## src/rtl/cache_pkg.sv

```systemverilog
// Shared definitions for the cache block-fill controller: FSM states,
// default block geometry and bus address helpers.
package cache_pkg;

  localparam int BLOCKSIZE_DEF = 4;
  localparam int CW_DEF        = 2;

  typedef enum logic [1:0] {
    IDLE      = 2'd0,
    WRITEBACK = 2'd1,
    FETCH     = 2'd2,
    DONE      = 2'd3
  } fill_state_t;

  // Word-aligned address of one beat inside a 16-byte block.
  function automatic logic [31:0] beat_addr(input logic [27:0] blk,
                                            input logic [31:0] word_idx);
    return {blk, 4'b0000} | (word_idx << 2);
  endfunction

  // Request address forced to word alignment.
  function automatic logic [31:0] word_align(input logic [31:0] addr);
    return addr & 32'hFFFF_FFFC;
  endfunction

endpackage

```

## src/rtl/block_word_counter.sv

```systemverilog
// Word index within a cache block. Clears synchronously, advances on
// enable and wraps modulo BLOCKSIZE; 'wrap' flags the final beat.
import cache_pkg::*;

module block_word_counter #(
  parameter int BLOCKSIZE = BLOCKSIZE_DEF,
  parameter int CW        = CW_DEF
) (
  input  logic          clk,
  input  logic          reset_n,
  input  logic          clear,
  input  logic          en,
  output logic [CW-1:0] count,
  output logic          wrap
);

  localparam logic [CW-1:0] LAST = CW'(BLOCKSIZE - 1);

  // Final beat of the block completes this cycle.
  assign wrap = en && (count == LAST);

  // Counter register: clear dominates, then advance with explicit wrap.
  always_ff @(posedge clk or negedge reset_n) begin
    if (!reset_n) begin
      count <= '0;
    end else if (clear) begin
      count <= '0;
    end else if (en) begin
      if (count == LAST) count <= '0;
      else               count <= count + 1'b1;
    end
  end

endmodule

```

## src/rtl/cache_fill_ctrl.sv

```systemverilog
// Cache miss handler: optional dirty-victim writeback, block fetch over
// the bus one word per HREADY beat, then a single DONE cycle so the
// pipeline can re-read tag and data before releasing the stall.
import cache_pkg::*;

module cache_fill_ctrl #(
  parameter int BLOCKSIZE = BLOCKSIZE_DEF,
  parameter int CW        = CW_DEF
) (
  input  logic          clk,
  input  logic          reset_n,
  input  logic          MemRE,
  input  logic          MemWriteM,
  input  logic          Hit,
  input  logic          Dirty,
  input  logic [31:0]   A,
  input  logic [27:0]   VictimA,
  input  logic          HREADY,
  output logic          HRequest,
  output logic          HWrite,
  output logic [31:0]   HAddr,
  output logic          BlockWE,
  output logic [CW-1:0] Counter,
  output logic          Stall
);

  fill_state_t state;
  logic        miss;
  logic        busy;
  logic        cnt_en;
  logic        cnt_clear;
  logic        last_beat;

  assign miss      = (MemRE | MemWriteM) & ~Hit;
  assign busy      = (state == WRITEBACK) || (state == FETCH);
  assign cnt_en    = busy && HREADY;
  assign cnt_clear = (state == IDLE) || (state == DONE);

  block_word_counter #(
    .BLOCKSIZE (BLOCKSIZE),
    .CW        (CW)
  ) u_word_counter (
    .clk     (clk),
    .reset_n (reset_n),
    .clear   (cnt_clear),
    .en      (cnt_en),
    .count   (Counter),
    .wrap    (last_beat)
  );

  // State register: request inputs only matter in IDLE; the bus phases
  // advance on the final HREADY beat of the block.
  always_ff @(posedge clk or negedge reset_n) begin
    if (!reset_n) begin
      state <= IDLE;
    end else begin
      unique case (state)
        IDLE: begin
          if (miss) state <= Dirty ? WRITEBACK : FETCH;
        end
        WRITEBACK: begin
          if (last_beat) state <= FETCH;
        end
        FETCH: begin
          if (last_beat) state <= DONE;
        end
        DONE: begin
          state <= IDLE;
        end
        default: state <= IDLE;
      endcase
    end
  end

  // Bus and pipeline outputs decoded from state; Stall is masked while
  // reset is held because the IDLE term still follows the live miss.
  always_comb begin
    HRequest = 1'b0;
    HWrite   = 1'b0;
    BlockWE  = 1'b0;
    HAddr    = word_align(A);
    Stall    = 1'b1;
    unique case (state)
      IDLE: begin
        Stall = miss & reset_n;
      end
      WRITEBACK: begin
        HRequest = 1'b1;
        HWrite   = 1'b1;
        HAddr    = beat_addr(VictimA, 32'(Counter));
      end
      FETCH: begin
        HRequest = 1'b1;
        BlockWE  = HREADY;
        HAddr    = beat_addr(A[31:4], 32'(Counter));
      end
      DONE: begin
        Stall = 1'b1;
      end
      default: begin
        Stall = 1'b1;
      end
    endcase
  end

endmodule

```

## config.mk

```make
export PLATFORM = sky130hd
export DESIGN_NAME = cache_fill_ctrl
export DESIGN_NICKNAME = d
export VERILOG_FILES = /design/src/rtl/cache_pkg.sv /design/src/rtl/block_word_counter.sv /design/src/rtl/cache_fill_ctrl.sv
export SDC_FILE = /design/constraint.sdc
export NUM_CORES = 1
export LEC_CHECK = 0
export CORE_MARGIN = 4
export CORE_UTILIZATION = 23
export DETAILED_ROUTE_END_ITERATION = 8
export PLACE_DENSITY = 0.8
export SLEW_MARGIN = 20
export SYNTH_ARGS = -nofsm -noshare
export SYNTH_HDL_FRONTEND = slang
export SYNTH_SLANG_ARGS = --single-unit
```

## constraint.sdc

```tcl
create_clock -name clk -period 2.07 [get_ports clk]
set_input_delay 0.414 -clock clk [delete_from_list [all_inputs] [get_ports clk]]
set_output_delay 0.414 -clock clk [all_outputs]
set_load 0.02 [all_outputs]
```

==> qor.yml, run 1 <==
final_nets: 261
vias: 1041
antenna_cells: 0
ir_drop_mv: 1.326
clk_latency_ps: 250
drv_cap: 0
final_common_cell: "clkdlybuf4s50_1"
final_cell_mix: "clkdlybuf4s50_1, a22o_1, buf_6"
leakage_nw: 0.8463
antenna_found_initial: 0
setup_ws_ps: -2.222
cts_max_path_buffers: 2
drt_pass1_iterations: 4
ys_ff_latch: 4
grt_pass1_vias: 1162
critical_path_arrival_ps: 1660
clkTransAtPathRegs_ps: 40
gp_congestion: 0.9321
numCtsBuffers: 3
die_area_um2: 3863
totalPowerFinal_mw: 3.163
hold_violations: 0
crit_type: "reg -> out"
fillCellCount: 238
fin_crit_sh_pct: 100.1
dpl.hpwl_mm: 3.028
rsz0062_at_grt: "true"
max_freq_mhz: 482.6
cts.sinks: 4
port_buffers: 100
drc_errors: 0
synth-edff-count: 0
wl_mm: 3.664
synth_ff_type: "dfrtp_1"
overflow: 0
cp-start-kind: "register"
top_level_ports: 105
die_x_um: 62.15
wl_per_cell_um: 16.81
syn_inst: 74
core_um2: 2781
die_h_um: 62.15
synthesis.area_um2: 674.4
drive_gt1_share_pct: 32.62
grt_use_total_pct: 17.42
period_minus_slack_ps: 2072
finalMaxSlewViolations: 0
grt_pass1_wl_mm: 5.395
vias_per_cell: 4.775
yosysWarnings: 0
setup_viol: 1
synth_top_cell_by_area: "a22o_1"
required_ps: 1660
final_util_pct: 65.90
multiInputGateArea_um2: 505.5
clock_skew_ps: 7.143
areaGrowthSynthToFinish_pct: 171.8
synth_area_per_cell_um2: 9.113
synth_top_area_share_pct: 36.36
cts_tree: "built"
cts_root_buf: "clkbuf_4"
status: "finished with violations"
seq_area_frac_synth_pct: 14.84
antenna_left: 0
synth.distinct_cells: 20
start_util_pct: 24.25
grt_max_degree: 21
register_area_um2: 100.1
path_max_fanout: 10
synthTopCellsByArea: "a22o_1, dfrtp_1, buf_6, ha_1, mux2i_1"
async_flop_share_pct: 100.0
violations: "negative setup slack"
hold_path_class: "in -> async"
drt_iter0_drc: 40
end_kind: "output pin"
rows: 19
htreeDepth: 1
power.density_nw_per_um2: 1726
[worst paths after layout]
kind | start | end | slack [ps] | depth (start not counted)
worst max register to register | state[0]$_DFFE_PN0P_ | state[0]$_DFFE_PN0P_ | 480 | 7
max in group asynchronous | reset_n | u_word_counter.count[0]$_DFFE_PN0P_ | 1470 | 2
worst max-delay path | state[1]$_DFFE_PN0P_ | HAddr[17] | -2 | 6
worst min register to register | u_word_counter.count[1]$_DFFE_PN0P_ | u_word_counter.count[1]$_DFFE_PN0P_ | 620 | 2
worst min-delay path | reset_n | state[1]$_DFFE_PN0P_ | 490 | 2
min in group clk | u_word_counter.count[1]$_DFFE_PN0P_ | u_word_counter.count[1]$_DFFE_PN0P_ | 620 | 2
[synthesized netlist by cell type, types with 2 or more instances]
master / count
a22o_1: 28
buf_4: 3
buf_6: 6
dfrtp_1: 4
ha_1: 5
inv_1: 5
mux2i_1: 5
nand2_1: 3
nor2_1: 2
nor2b_1: 2
o22ai_1: 2
[flip-flops by register name (all words and copies together) (netlist names)]
signal and cells:
u_word_counter.count 2, state 2
[logic make-up after synthesis]
logic type | synth area share (%)
compound gates | 43.04
buf+inv | 16.14
mux | 7.421
other cells | 0.5561
fa+ha+maj | 9.276
flops | 14.84
simple gates | 8.722
[worst max-delay path, cell delays in order (launching register included)]
cell	delay (ps)
dfrtp_1	400
inv_2	110
ha_4	230
and2_4	170
clkbuf_16	160
a22o_1	190
buf_2	160
[power breakdown]
part,switching [mW],internal (mW),total (mW)
Combinational,1.42,1.48,2.90
Clock,0.0371,0.0652,0.102
Sequential,0.0377,0.119,0.157
Total,1.50,1.66,3.16
[through the flow]
stage / instances / cell area, µm² / hold WS (ps) / TNS (ps) / setup slack [ps]
final: 218 / 1833 / 488.7 / -2.222 / -2.222
after CTS: 217 / 1687 / 483.3 / 0 / 2.198
after detailed placement: 212 / 1765 / 617.7 / -6351 / -271.1
after floorplan: 75 / 678.2 / 118.4 / 0 / 51.10
after global routing: 218 / 1833 / 487.9 / -871.1 / -65.26
after global placement: 212 / 1765 / 593.9 / -4751 / -196.5
[layout make-up]
type                       count  area share (%)
clock buffer                   3           1.229
inverter                       5           1.024
multi-input combinational     57           27.58
sequential                     4           5.461
tap                           31           2.116
timing repair buffer         118           62.59
[what timing repair did]
item	CTS	global route
setup buffers	1	0
endpoints found under the setup margin	33	30
cloned	1	1
resized for setup	129	43
hold buffers	0	0
pin swaps	0	9
[routing by layer]
metal,GRT usage [%],wire [µm]
met4,7.588,68
met3,7.928,484
met2,32.90,1987
met1,15.47,1124
met5,0,0
(Power assumes the default switching activity.)
==> inputs of run 2 (changes only) <==
- GPL_TIMING_DRIVEN: not set -> 0
==> qor.yml, run 2 (synthesis results as in run 1) <==
end_kind: "output pin"  # unchanged
switching_share_pct: 46.73  # was 47.40%
switching_power_mw: 1.531  # was 1.499 mW
antenna_left: 0  # unchanged
port_buffers: 100  # unchanged
gp_congestion: 0.9307  # was 0.9321
timing.critical_path.buf_inv: 4  # was 3
antenna_found_initial: 0  # unchanged
reg2regPathDepth: 6  # was 7
leakage_nw: 0.8492  # was 0.8463 nW
top_level_ports: 105  # unchanged
power.density_nw_per_um2: 1799  # was 1726 nW/µm²
path_max_fanout: 7  # was 10
path_depth: 7  # was 6
drt_iter0_drc: 30  # was 40
final_util_pct: 65.45  # was 65.90%
cts_max_path_buffers: 2  # unchanged
cts_hold_buf: 0  # unchanged
reg2reg_from: "state[1]$_DFFE_PN0P_"  # was state[0]$_DFFE_PN0P_
grt_pass1_vias: 1210  # was 1162
core_um2: 2781  # unchanged
p_seq_share_pct: 4.7  # was 5.0%
fillCellCount: 252  # was 238
pwr-share-clk_pct: 3.1  # was 3.2%
hold_violations: 0  # unchanged
areaGrowthSynthToFinish_pct: 169.9  # was 171.8%
cp_common_cell: "buf_6"
totalPowerFinal_mw: 3.276  # was 3.163 mW
overflow: 0  # unchanged
cp_slowest_stage_delay_ps: 360  # was 400 ps
vias: 1062  # was 1041
path_cells: "inv_2 -> ha_4 -> nand2b_4 -> buf_8 -> buf_6 -> a22o_1 -> buf_6"  # was inv_2 -> ha_4 -> and2_4 -> clkbuf_16 -> a22o_1 -> buf_2
grt_max_degree: 11  # was 21
p_int_mw: 1.745  # was 1.664 mW
rows: 19  # unchanged
grt_pass1_wl_mm: 5.671  # was 5.395 mm
cp-start-kind: "register"  # unchanged
dp_slack_ps: -432.9  # was -271.1 ps
drc_errors: 0  # unchanged
comb_power_share_pct: 92.2  # was 91.8%
die_area_um2: 3863  # unchanged
cts_tree: "built"  # unchanged
die_h_um: 62.15  # unchanged
cp-endpoint: "HAddr[18]"  # was HAddr[17]
final_common_cell: "clkdlybuf4s50_1"  # unchanged
clock_skew_ps: 7.572  # was 7.143 ps
ir_drop_mv: 1.354  # was 1.326 mV
final_cell_mix: "clkdlybuf4s50_1, buf_6, a22o_1"  # was clkdlybuf4s50_1, a22o_1, buf_6
setup_ws_ps: -25.06  # was -2.222 ps
wl_mm: 3.660  # was 3.664 mm
cts.sinks: 4  # unchanged
cp-startpoint: "state[1]$_DFFE_PN0P_"  # unchanged
dpl.hpwl_mm: 3.055  # was 3.028 mm
crit_type: "reg -> out"  # unchanged
critical_path_arrival_ps: 1680  # was 1660 ps
drv_cap: 0  # unchanged
period_minus_slack_ps: 2095  # was 2072 ps
largest_registers: "state x2, u_word_counter.count x2"  # unchanged
cts_root_buf: "clkbuf_4"  # unchanged
status: "finished with violations"  # unchanged
htreeDepth: 1  # unchanged
numCtsBuffers: 3  # unchanged
clkTransAtPathRegs_ps: 40  # about the same
drive_gt1_share_pct: 29.57  # was 32.62%
clk_latency_ps: 250  # about the same
placed_area_um2: 1718  # was 1765 µm²
hold_path_class: "in -> async"  # unchanged
finalMaxSlewViolations: 0  # unchanged
violations: "negative setup slack"  # unchanged
setup_viol: 14  # was 1
grt_use_total_pct: 18.39  # was 17.42%
fin_crit_sh_pct: 101.2  # was 100.1%
r2r_end: "state[0]$_DFFE_PN0P_"  # unchanged
drt_pass1_iterations: 5  # was 4
ff2ff_setup_slack_ps: 440  # was 480 ps
final_nets: 260  # was 261
vias_per_cell: 4.894  # was 4.775
max_freq_mhz: 477.3  # was 482.6 MHz
fin_area_um2: 1821  # was 1833 µm²
rsz0062_at_grt: "true"  # unchanged
start_util_pct: 24.25  # unchanged
antenna_cells: 0  # unchanged
required_ps: 1660  # about the same
wl_per_cell_um: 16.87  # was 16.81 µm
crit_family: "buffers and inverters"  # unchanged
die_x_um: 62.15  # unchanged
slowest_stage: "dfrtp_1"  # unchanged
==> run 2: cell count changes in the layout (fill, tap and decap cells not counted), sizes merged <==
cell and change:
buf -2, clkbuf -1, clkdlybuf4s15 +1, dlymetal6s2s +1
==> run 2: timing repair <==
action,in CTS,in global routing
pin swaps,20,7
gates resized for setup,169,6
buffers inserted,4,3
endpoints found under the hold margin,0,0
gates cloned,3,0
setup endpoints to repair,32,29
==> run 2: cell type report <==
type | instances | area, µm² | area share (%)
plain buffers | 7 | 71.32 | 3.918
clock buffers | 3 | 22.52 | 1.237
well taps | 31 | 38.79 | 2.131
multi-input cells | 57 | 491.7 | 27.01
repair buffers | 110 | 1077 | 59.17
flip-flops and latches | 4 | 100.1 | 5.498
inverters | 5 | 18.77 | 1.031
==> run 2: worst min path at each step <==
stage | start | end | cells after the start
finish | reset_n | state[1]$_DFFE_PN0P_ | 1
global route | reset_n | state[1]$_DFFE_PN0P_ | 1
CTS | reset_n | state[0]$_DFFE_PN0P_ | 1
detailed placement | state[1]$_DFFE_PN0P_ | state[1]$_DFFE_PN0P_ | 2
global placement | state[1]$_DFFE_PN0P_ | state[1]$_DFFE_PN0P_ | 2
floorplan | reset_n | state[0]$_DFFE_PN0P_ | 0
==> run 2: worst reg2reg max path, delay by kind of cell (launching register included) <==
family / cells / cell delay [ps]
buffers and inverters: 2 / 270
AND/OR/NAND/NOR: 1 / 210
flip-flops: 1 / 360
AO/OA/AOI/OAI: 1 / 200
adder cells (fa/ha/maj): 1 / 300
multiplexers: 1 / 210
==> run 2: power groups by stage <==
stage               Clock [mW]  Sequential, mW  Combinational (mW)
floorplan                    0           0.167                1.56
global placement             0           0.149                2.67
detailed placement           0           0.153                2.73
CTS                     0.0985           0.155                2.95
global route             0.112           0.162                3.20
finish                   0.102           0.154                3.02
==> run 2: per-stage QoR <==
step | hold WS [ps] | setup TNS (ps) | std cells
after CTS | 414.3 | -167.3 | 214
after detailed placement | 611.4 | -10850 | 206
after global routing | 393.5 | -1773 | 217
after global placement | 565.0 | -9325 | 206
after floorplan | 118.4 | 0 | 75
final | 401.5 | -130.3 | 217
==> run 2: per-layer routing <==
| layer | track usage [%] | vias to the layer above | wire (µm) |
|---|---|---|---|
| li1 | - | 505 | - |
| met1 | 15.25 | 469 | 1183 |
| met2 | 36.40 | 81 | 1976 |
| met3 | 8.829 | 7 | 438 |
| met4 | 6.504 | 0 | 62 |
| met5 | 0 | - | 0 |
==> inputs of run 3 (changes only) <==
- CORE_MARGIN: 4 -> 2
- GPL_ROUTABILITY_DRIVEN: not set -> 0
==> qor.yml, run 3 (synthesis results as in run 1) <==
antenna_cells: 0  # unchanged
period_minus_slack_ps: 2096  # was 2095 ps
cp-start-kind: "register"  # unchanged
reg2regPathDepth: 6  # unchanged
status: "finished with violations"  # unchanged
overflow: 0  # unchanged
setup_ws_ps: -25.86  # was -25.06 ps
vias: 1050  # was 1062
largest_registers: "state x2, u_word_counter.count x2"  # unchanged
die_x_um: 58.15  # was 62.15 µm
met3_usage_pct: 4.911  # was 8.829%
required_ps: 1660  # about the same
fin_area_um2: 1797  # was 1821 µm²
final_common_cell: "clkdlybuf4s50_1"  # unchanged
cts_hold_buf: 0  # unchanged
critical_path_arrival_ps: 1680  # about the same
drc_errors: 0  # unchanged
end_kind: "output pin"  # unchanged
fin_worst_hold_slack_ps: 408.2  # was 401.5 ps
numCtsBuffers: 3  # unchanged
switching_share_pct: 46.37  # was 46.73%
switching_power_mw: 1.487  # was 1.531 mW
finalNonFillerCells: 214  # was 217
totalPowerFinal_mw: 3.206  # was 3.276 mW
areaGrowthSynthToFinish_pct: 166.4  # was 169.9%
reg2reg_from: "state[0]$_DFFE_PN0P_"  # was state[1]$_DFFE_PN0P_
htreeDepth: 1  # unchanged
crit_type: "reg -> out"  # unchanged
port_buffers: 100  # unchanged
violations: "negative setup slack"  # unchanged
p_int_mw: 1.720  # was 1.745 mW
drv_cap: 0  # unchanged
path_max_fanout: 7  # unchanged
hold_violations: 0  # unchanged
ir_drop_mv: 1.165  # was 1.354 mV
setup_viol: 19  # was 14
final_nets: 257  # was 260
core_um2: 2781  # unchanged
grt_pass1_wl_mm: 4.947  # was 5.671 mm
dpl.hpwl_mm: 2.759  # was 3.055 mm
finalMaxSlewViolations: 0  # unchanged
die_h_um: 58.15  # was 62.15 µm
grtUsageMet1_pct: 18.89  # was 15.25%
pwr-share-clk_pct: 3.0  # was 3.1%
clkTransAtPathRegs_ps: 40  # about the same
grt_use_total_pct: 19.32  # was 18.39%
rsz0062_at_grt: "true"  # unchanged
cts_max_path_buffers: 2  # unchanged
grt.busiest_layer: "met2"  # unchanged
rows: 19  # unchanged
fin_crit_sh_pct: 101.2  # about the same
p_seq_share_pct: 4.9  # was 4.7%
grt_pass1_vias: 1137  # was 1210
placed_area_um2: 1718  # unchanged
r2r_end: "state[1]$_DFFE_PN0P_"  # was state[0]$_DFFE_PN0P_
cts_root_buf: "clkbuf_4"  # unchanged
cts.sinks: 4  # unchanged
antenna_left: 0  # unchanged
numPlacedInstances: 206  # unchanged
grt_max_degree: 11  # unchanged
max_freq_mhz: 477.1  # was 477.3 MHz
clock_skew_ps: 5.253  # was 7.572 ps
drt_iter0_drc: 21  # was 30
drt_pass1_iterations: 4  # was 5
wl_mm: 3.305  # was 3.660 mm
cts_tree: "built"  # unchanged
ff2ff_setup_slack_ps: 540  # was 440 ps
grtUsageMet2_pct: 38.15  # was 36.40%
leakage_nw: 0.8352  # was 0.8492 nW
fin_setup_tns_ps: -182.5  # was -130.3 ps
drive_gt1_share_pct: 30.05  # was 29.57%
clk_latency_ps: 230  # was 250 ps
top_level_ports: 105  # unchanged
dp_slack_ps: -412.8  # was -432.9 ps
wl_per_cell_um: 15.44  # was 16.87 µm
comb_power_share_pct: 92.1  # was 92.2%
final_util_pct: 64.60  # was 65.45%
hold_path_class: "in -> async"  # unchanged
final_cell_mix: "clkdlybuf4s50_1, buf_6, a22o_1"  # unchanged
die_area_um2: 3381  # was 3863 µm²
power.density_nw_per_um2: 1785  # was 1799 nW/µm²
fillCellCount: 238  # was 252
antenna_found_initial: 0  # unchanged
start_util_pct: 24.25  # unchanged
vias_per_cell: 4.907  # was 4.894
## run 3: cell types whose count changed in the layout (fill, tap and decap cells not counted), sizes merged
| cell | previous run | this run |
|---|---|---|
| buf | 45 | 42 |
| clkdlybuf4s15 | 1 | 0 |
| clkdlybuf4s50 | 66 | 67 |
| clkbuf | 3 | 5 |
| dlygate4sd2 | 4 | 2 |
## run 3: cell type report
class                           instances  area, µm²  share of cell area [%]
Clock buffer                            3      22.52                   1.253
Buffer                                  7      71.32                   3.969
Sequential cell                         4      100.1                   5.571
Tap cell                               31      38.79                   2.159
Inverter                                5      18.77                   1.045
Multi-Input combinational cell         57      494.2                   27.51
Timing Repair Buffer                  107       1051                   58.50
## run 3: power by group through the flow
| stage | clock, mW | sequential (mW) | combinational (mW) |
|---|---|---|---|
| 5_1_grt | 0.101 | 0.164 | 3.12 |
| 4_1_cts | 0.0993 | 0.157 | 2.90 |
| 2_1_floorplan | 0 | 0.167 | 1.56 |
| 6_report | 0.0951 | 0.158 | 2.95 |
| 3_3_place_gp | 0 | 0.149 | 2.66 |
| 3_5_place_dp | 0 | 0.155 | 2.70 |
## run 3: critical path, cell delays in order (launching register included)
cell,delay [ps]
dfrtp_1,370
inv_2,80
ha_4,320
nand2b_4,70
buf_6,130
buf_6,120
a22o_1,220
buf_6,140
## run 3: worst max-delay path by stage
stage / from / to / slack, ps
after global placement: state[0]$_DFFE_PN0P_ / HAddr[26] / -370
final: state[0]$_DFFE_PN0P_ / HAddr[26] / -30
after CTS: state[1]$_DFFE_PN0P_ / HAddr[26] / -60
after floorplan: state[0]$_DFFE_PN0P_ / HAddr[14] / 50
after global routing: state[0]$_DFFE_PN0P_ / HAddr[29] / -80
after detailed placement: state[1]$_DFFE_PN0P_ / HAddr[26] / -410
## run 3: timing repair
action                                  4_1_cts  5_1_grt
gates cloned                                  3        0
resized for setup                           167       11
endpoints found under the setup margin       32       29
pin swaps                                    20        5
buffers inserted                              3        1
## run 3: layer usage
| layer | wire, µm | share of wire [%] |
|---|---|---|
| met2 | 1756 | 53 |
| met1 | 1123 | 34 |
| met3 | 372 | 11 |
| met5 | 0 | 0 |
| met4 | 53 | 1.6 |
